[src/rtl/spi_lcd_receiver_if.sv]
// Receive stream from the SPI LCD receiver: head-of-FIFO byte, its data/command
// tag, and a valid/ready handshake with the consumer.
interface spi_lcd_receiver_if;
   logic [7:0] rx_data;
   logic       rx_dc;
   logic       rx_valid;
   logic       rx_ready;

   modport master (output rx_data, output rx_dc, output rx_valid, input rx_ready);
   modport slave  (input rx_data, input rx_dc, input rx_valid, output rx_ready);
endinterface

[src/rtl/spi_lcd_receiver.sv]
// Mode-0 SPI slave for an LCD link: oversamples the SPI pins in the clk domain,
// assembles MSB-first bytes tagged with lcd_dc, and queues them in a small FIFO.
module spi_lcd_receiver #(
   parameter int SYNC_STAGES = 2,
   parameter int FIFO_DEPTH  = 4
) (
   input  logic               clk,
   input  logic               reset_n,
   input  logic               spi_clk,
   input  logic               spi_mosi,
   input  logic               spi_cs_n,
   input  logic               lcd_dc,
   spi_lcd_receiver_if.master rx,
   output logic               rx_busy,
   output logic               rx_overflow,
   output logic               rx_frame_err
);
   localparam int PTR_W = $clog2(FIFO_DEPTH);
   localparam logic [PTR_W:0] FULL_CNT = (PTR_W + 1)'(FIFO_DEPTH);

   typedef enum logic {IDLE, ACTIVE} state_t;

   state_t                 state, state_nxt;
   logic [SYNC_STAGES-1:0] clk_sync, mosi_sync, cs_sync, dc_sync;
   logic                   clk_prev;
   logic                   spi_clk_s, mosi_s, cs_n_s, dc_s, spi_rise;

   logic [2:0]             bit_cnt;
   logic [7:0]             shift_reg;
   logic                   push_req;
   logic [8:0]             push_entry;

   logic [8:0]             mem [FIFO_DEPTH];
   logic [PTR_W-1:0]       wr_ptr, rd_ptr;
   logic [PTR_W:0]         count;
   logic                   fifo_valid, full, pop, push_ok;

   // Synchronizer reset values match an idle, deselected bus.
   always_ff @(posedge clk or negedge reset_n) begin
      if (!reset_n) begin
         clk_sync  <= '0;
         mosi_sync <= '0;
         cs_sync   <= '1;
         dc_sync   <= '0;
         clk_prev  <= 1'b0;
      end else begin
         // NOTE: non-blocking so every flop samples pre-edge values; blocking here would collapse the chain.
         clk_sync  <= {clk_sync[SYNC_STAGES-2:0], spi_clk};
         mosi_sync <= {mosi_sync[SYNC_STAGES-2:0], spi_mosi};
         cs_sync   <= {cs_sync[SYNC_STAGES-2:0], spi_cs_n};
         dc_sync   <= {dc_sync[SYNC_STAGES-2:0], lcd_dc};
         clk_prev  <= clk_sync[SYNC_STAGES-1];
      end
   end

   assign spi_clk_s = clk_sync[SYNC_STAGES-1];
   assign mosi_s    = mosi_sync[SYNC_STAGES-1];
   assign cs_n_s    = cs_sync[SYNC_STAGES-1];
   assign dc_s      = dc_sync[SYNC_STAGES-1];
   assign spi_rise  = spi_clk_s && !clk_prev;

   always_ff @(posedge clk or negedge reset_n) begin
      if (!reset_n) state <= IDLE;
      else          state <= state_nxt;
   end

   always_comb begin
      // NOTE: default assignment first so no path leaves state_nxt unassigned (no latch).
      state_nxt = state;
      case (state)
         IDLE:    if (!cs_n_s) state_nxt = ACTIVE;
         ACTIVE:  if (cs_n_s)  state_nxt = IDLE;
         default: state_nxt = IDLE;
      endcase
   end

   always_comb begin
      rx_busy = (state == ACTIVE);
   end

   // Bit assembly; push_req and rx_frame_err are single-cycle strobes.
   always_ff @(posedge clk or negedge reset_n) begin
      if (!reset_n) begin
         bit_cnt      <= '0;
         shift_reg    <= '0;
         push_req     <= 1'b0;
         push_entry   <= '0;
         rx_frame_err <= 1'b0;
      end else begin
         push_req     <= 1'b0;
         rx_frame_err <= 1'b0;
         if (state == IDLE) begin
            if (!cs_n_s) bit_cnt <= '0;
         end else if (cs_n_s) begin
            rx_frame_err <= (bit_cnt != 3'd0);
         end else if (spi_rise) begin
            shift_reg <= {shift_reg[6:0], mosi_s};
            bit_cnt   <= bit_cnt + 3'd1;
            if (bit_cnt == 3'd7) begin
               push_req   <= 1'b1;
               push_entry <= {dc_s, shift_reg[6:0], mosi_s};
            end
         end
      end
   end

   assign fifo_valid = (count != '0);
   assign full       = (count == FULL_CNT);
   assign pop        = fifo_valid && rx.rx_ready;
   // A full FIFO still takes a push when the head leaves on the same edge.
   assign push_ok    = push_req && (!full || pop);

   // NOTE: storage is not reset; the output mux hides stale entries while the FIFO is empty.
   always_ff @(posedge clk) begin
      if (push_ok) mem[wr_ptr] <= push_entry;
   end

   always_ff @(posedge clk or negedge reset_n) begin
      if (!reset_n) begin
         wr_ptr      <= '0;
         rd_ptr      <= '0;
         count       <= '0;
         rx_overflow <= 1'b0;
      end else begin
         if (push_ok) wr_ptr <= wr_ptr + PTR_W'(1);
         if (pop)     rd_ptr <= rd_ptr + PTR_W'(1);
         case ({push_ok, pop})
            2'b10:   count <= count + 1'b1;
            2'b01:   count <= count - 1'b1;
            default: count <= count;
         endcase
         rx_overflow <= push_req && full && !pop;
      end
   end

   assign rx.rx_valid            = fifo_valid;
   assign {rx.rx_dc, rx.rx_data} = fifo_valid ? mem[rd_ptr] : 9'h000;
endmodule

[src/flat_wrapper.sv]
// flat-port wrapper written by rule: the top's interface ports become plain ports
module spi_lcd_receiver_flat 
#(
   parameter int SYNC_STAGES = 2,
   parameter int FIFO_DEPTH  = 4
)
  (clk, reset_n, spi_clk, spi_mosi, spi_cs_n, lcd_dc, rx_busy, rx_overflow, rx_frame_err, rx_rx_data, rx_rx_dc, rx_rx_valid, rx_rx_ready);
  spi_lcd_receiver_if rx_i ();
  input  logic clk;
  input  logic reset_n;
  input  logic spi_clk;
  input  logic spi_mosi;
  input  logic spi_cs_n;
  input  logic lcd_dc;
  output logic rx_busy;
  output logic rx_overflow;
  output logic rx_frame_err;
  output wire logic [$bits(rx_i.rx_data)-1:0] rx_rx_data;
  output wire logic [$bits(rx_i.rx_dc)-1:0] rx_rx_dc;
  output wire logic [$bits(rx_i.rx_valid)-1:0] rx_rx_valid;
  input wire logic [$bits(rx_i.rx_ready)-1:0] rx_rx_ready;
  assign rx_rx_data = rx_i.rx_data;
  assign rx_rx_dc = rx_i.rx_dc;
  assign rx_rx_valid = rx_i.rx_valid;
  assign rx_i.rx_ready = rx_rx_ready;
  spi_lcd_receiver #(.SYNC_STAGES(SYNC_STAGES), .FIFO_DEPTH(FIFO_DEPTH)) u_core (.clk(clk), .reset_n(reset_n), .spi_clk(spi_clk), .spi_mosi(spi_mosi), .spi_cs_n(spi_cs_n), .lcd_dc(lcd_dc), .rx(rx_i), .rx_busy(rx_busy), .rx_overflow(rx_overflow), .rx_frame_err(rx_frame_err));
endmodule
[config.mk]
export PLATFORM = sky130hd
export DESIGN_NAME = spi_lcd_receiver_flat
export DESIGN_NICKNAME = d
export VERILOG_FILES = /design/src/rtl/spi_lcd_receiver_if.sv /design/src/rtl/spi_lcd_receiver.sv /design/src/flat_wrapper.sv
export SDC_FILE = /design/constraint.sdc
export NUM_CORES = 1
export LEC_CHECK = 0
export CAP_MARGIN = 15
export CELL_PAD_IN_SITES_DETAIL_PLACEMENT = 0
export CELL_PAD_IN_SITES_GLOBAL_PLACEMENT = 1
export CORE_ASPECT_RATIO = 1.5
export CORE_MARGIN = 3
export CORE_UTILIZATION = 54
export DETAILED_ROUTE_END_ITERATION = 7
export GPL_TIMING_DRIVEN = 0
export PLACE_DENSITY = 0.9
export RECOVER_POWER = 100
export SLEW_MARGIN = 0
export SYNTH_ARGS = -nofsm -noshare
export SYNTH_HDL_FRONTEND = slang
export SYNTH_SLANG_ARGS = --single-unit
[constraint.sdc]
create_clock -name clk -period 4.1 [get_ports clk]
set_input_delay 0.615 -clock clk [delete_from_list [all_inputs] [get_ports clk]]
set_output_delay 0.615 -clock clk [all_outputs]
set_load 0.1 [all_outputs]
==> metrics.txt <==
crit end category=primary output; crit-path cells=or3_1 -> clkbuf_1 -> and2_1 -> dlygate4sd3_1; clock root cell=clkbuf_8; CP Max Fanout=10; Hold EP=u_core.clk_sync[1]; clock buffer depth=2; nets=between 200 and 250; Worst setup SP type=flop; crit path time final=around 3200 ps; setup violators final=0; flops & latches, synth=75; setup TNS=0 ps; 1st-pass router iterations=4; vias=1417; P_sw=711 uW; Internal=1390 uW; largest net degree at the start of global routing=40; max_slew headroom=-34.8%; Layout area overhead=14.1%; sequential fraction of design power=a little over two fifths; critical path required time=3480 ps; simple-gate area share of the yosys netlist=6.14%; CTS Buf Count=9; # rows=32; fin crit share=~78%; GPL Wtd Cong=0.734; Synth top area share=roughly 36%; maximum vdd drop=between 0.0002 and 0.0003 V; final worst clock skew=about 6.4 ps; failing checks=capacitance limit, slew limit; synthesized-area fraction occupied by adder cells=4.04%; ANT nets after route=0; vias in the first global route=1568; RSZ-0062 raised after global routing=no; fraction of layout cells with a size suffix above 1=between 10% and 20%; yosys warns=0; gr usage total=16.4%; clk_lat worst skew=between 300 and 400 ps; Synth area leader=edfxtp_1; Switching Share=around 34%; initial cell density of the core=56.7%; total routed wirelength=4450 um; Critical R2R Capture=u_core.count[2]; Post-Synth XOR/XNOR Area=under 10%; worst setup path category=flop to primary output; Avg Inst Size Synth=around 18 um2; status=finished, violations left; CTS hold repair buffers=0; Remaining DRCs=0; mux contribution to synthesized area=~15%; Slew Limit Fails=40; Post-CTS Setup Bufs=0; crit path DAT=between 2000 and 3000 ps; Post-DP HPWL=~3100 um; Worst Tran Pin Value=between 2000 and 2500 ps; Crit path largest cell delay=approximately 1200 ps; final hold violation count=0; Clk pwr share=28.9%; hold path depth=0; HP Start=u_core.clk_sync[0]; Starting DRT DRC Count=43; highest-delay cell along the critical path=dlygate4sd3_1; chip height=96.9 um; WL per Instance=between 15 and 20 um; HP Class=flop to flop; max FFs per register=36; Cell Area, Placed=roughly 3200 um2; largest family of logic cells by synthesized area=multiplexers; Logic pwr share=slightly below 30%; initial antenna violation count=0; Core Footprint=between 5000 and 6000 um2; CTS tree=built; clk slew on worst S/H paths=70 ps; post-synthesis compound-gate area fraction=under 10%; max_cap viols=1; # port buffers=19; FMAX=0.311 GHz; grt ovf=0; synth top area cells=edfxtp_1 (36%), dfrtp_1 (31%), mux4_2 (6.8%); sequential fraction of the synthesis area=around 70%; die area=6450 um2; wire length of the first global-routing pass=approximately 7700 um; number of fill cells=~390; Post-CTS Resized=0; worst r2r src=u_core.count[0]; H-tree depth=3; Reg2Reg Depth=9; # IOs=20; clock sink total=75; P per Cell Area=618 nW/um2; n_diodes=0; P_leak=0.00144 uW; Horiz. Die Dim=around 67 um; Design Area, Final=about 3400 um2; syn nets=approximately 180; R2R Setup Slk=1860 ps; post-synthesis cell type count=30; Vias/cell=about 5.3; synthesized instance count=~170; mapped cell area=between 2000 and 3000 um2
[cells in the mapped netlist]
library cell   n
dfrtp_1       37
edfxtp_1      36
and2_1        15
inv_1         12
mux2_4         9
mux4_2         9
ha_1           8
mux2_2         8
o22ai_1        3
xnor2_1        3
xor2_1         3
a22oi_1        2
buf_6          2
dfstp_2        2
a211oi_1       1
and4bb_1       1
buf_2          1
clkbuf_1       1
fa_1           1
mux2i_1        1
nand2_1        1
nand2_8        1
nand2b_1       1
nand3_1        1
nor2_1         1
nor2b_2        1
nor3b_1        1
nor4b_2        1
o21ai_0        1
or3_1          1
[cells in the final DEF, fill, tap and decap left out, types with 2 or more instances in the layout]
cell / count
mux2_2: 7
xnor2_1: 3
mux4_2: 9
nand2_1: 2
inv_1: 12
edfxtp_1: 36
o22ai_1: 3
mux2_1: 10
dlygate4sd3_1: 18
bufinv_16: 2
and2_0: 5
ha_1: 8
clkbuf_8: 10
dfrtp_1: 37
a22oi_1: 2
xor2_1: 3
clkbuf_1: 4
and2_1: 10
[metrics by stage]
stage | std cells | setup slack [ps] | total power, uW | hold WS (ps) | util, %
finish | 268 | 887 | 2100 | 352 | 64.7
CTS | 268 | 883 | 2140 | 355 | 66.0
global route | 268 | 698 | 2200 | 359 | 64.7
detailed placement | 252 | 1260 | 1540 | 338 | 61.9
floorplan | 165 | 1110 | 1400 | 319 | -
global placement | 252 | 1290 | 1520 | 332 | 62.0
[critical path, delay by kind of cell, from the launching register on]
family,cells,cell delay (ps)
DFF,1,400
and+or+nand+nor,2,350
buffers and inverters,2,1510
[routing by layer]
metal,GRT usage [%],part of all wire [%],vias up
met3,4.88,3.3,8
met1,19.1,38,723
met4,6.26,1.3,0
met5,0,0,-
met2,27.9,57,34
li1,-,-,652
[cells by family (layout without fill, tap and decap cells)]
logic type	Yosys count	count (layout)
DFF	75	75
buffers and inverters	16	51
xor gates and xnor gates	6	6
adders and majority gates	9	9
AOI/OAI and AO/OA	7	7
muxes	27	27
and+or+nand+nor	25	25
[how the worst max path moves through the flow]
stage | start | endpoint | slack (ps)
5_1_grt | u_core.count[0] | rx_rx_dc | 700
2_1_floorplan | u_core.count[0] | rx_rx_data[0] | 1110
6_report | u_core.count[0] | rx_rx_data[4] | 890
3_3_place_gp | u_core.rd_ptr[0] | rx_rx_data[4] | 1290
3_5_place_dp | u_core.count[0] | rx_rx_data[4] | 1260
4_1_cts | u_core.count[0] | rx_rx_data[4] | 880
[final cells by class]
class / count / area (um2) / share of cell area (%)
multi-input cells: 74 / 781 / 23.0
flip-flops and latches: 75 / 2060 / 60.6
inverters: 12 / 45.0 / 1.33
clock buffers: 11 / 141 / 4.16
repair buffers: 19 / 184 / 5.42
plain buffers: 4 / 23.8 / 0.700
well taps: 68 / 85.1 / 2.51
clock inverters: 5 / 76.3 / 2.25
[power by group through the flow]
stage / clock [uW] / sequential (uW) / combinational [uW]
6_report: 606 / 880 / 614
5_1_grt: 648 / 889 / 661
4_1_cts: 614 / 883 / 646
3_5_place_dp: 0 / 899 / 644
3_3_place_gp: 0 / 892 / 629
2_1_floorplan: 0 / 896 / 504
(Power assumes the default switching activity.)
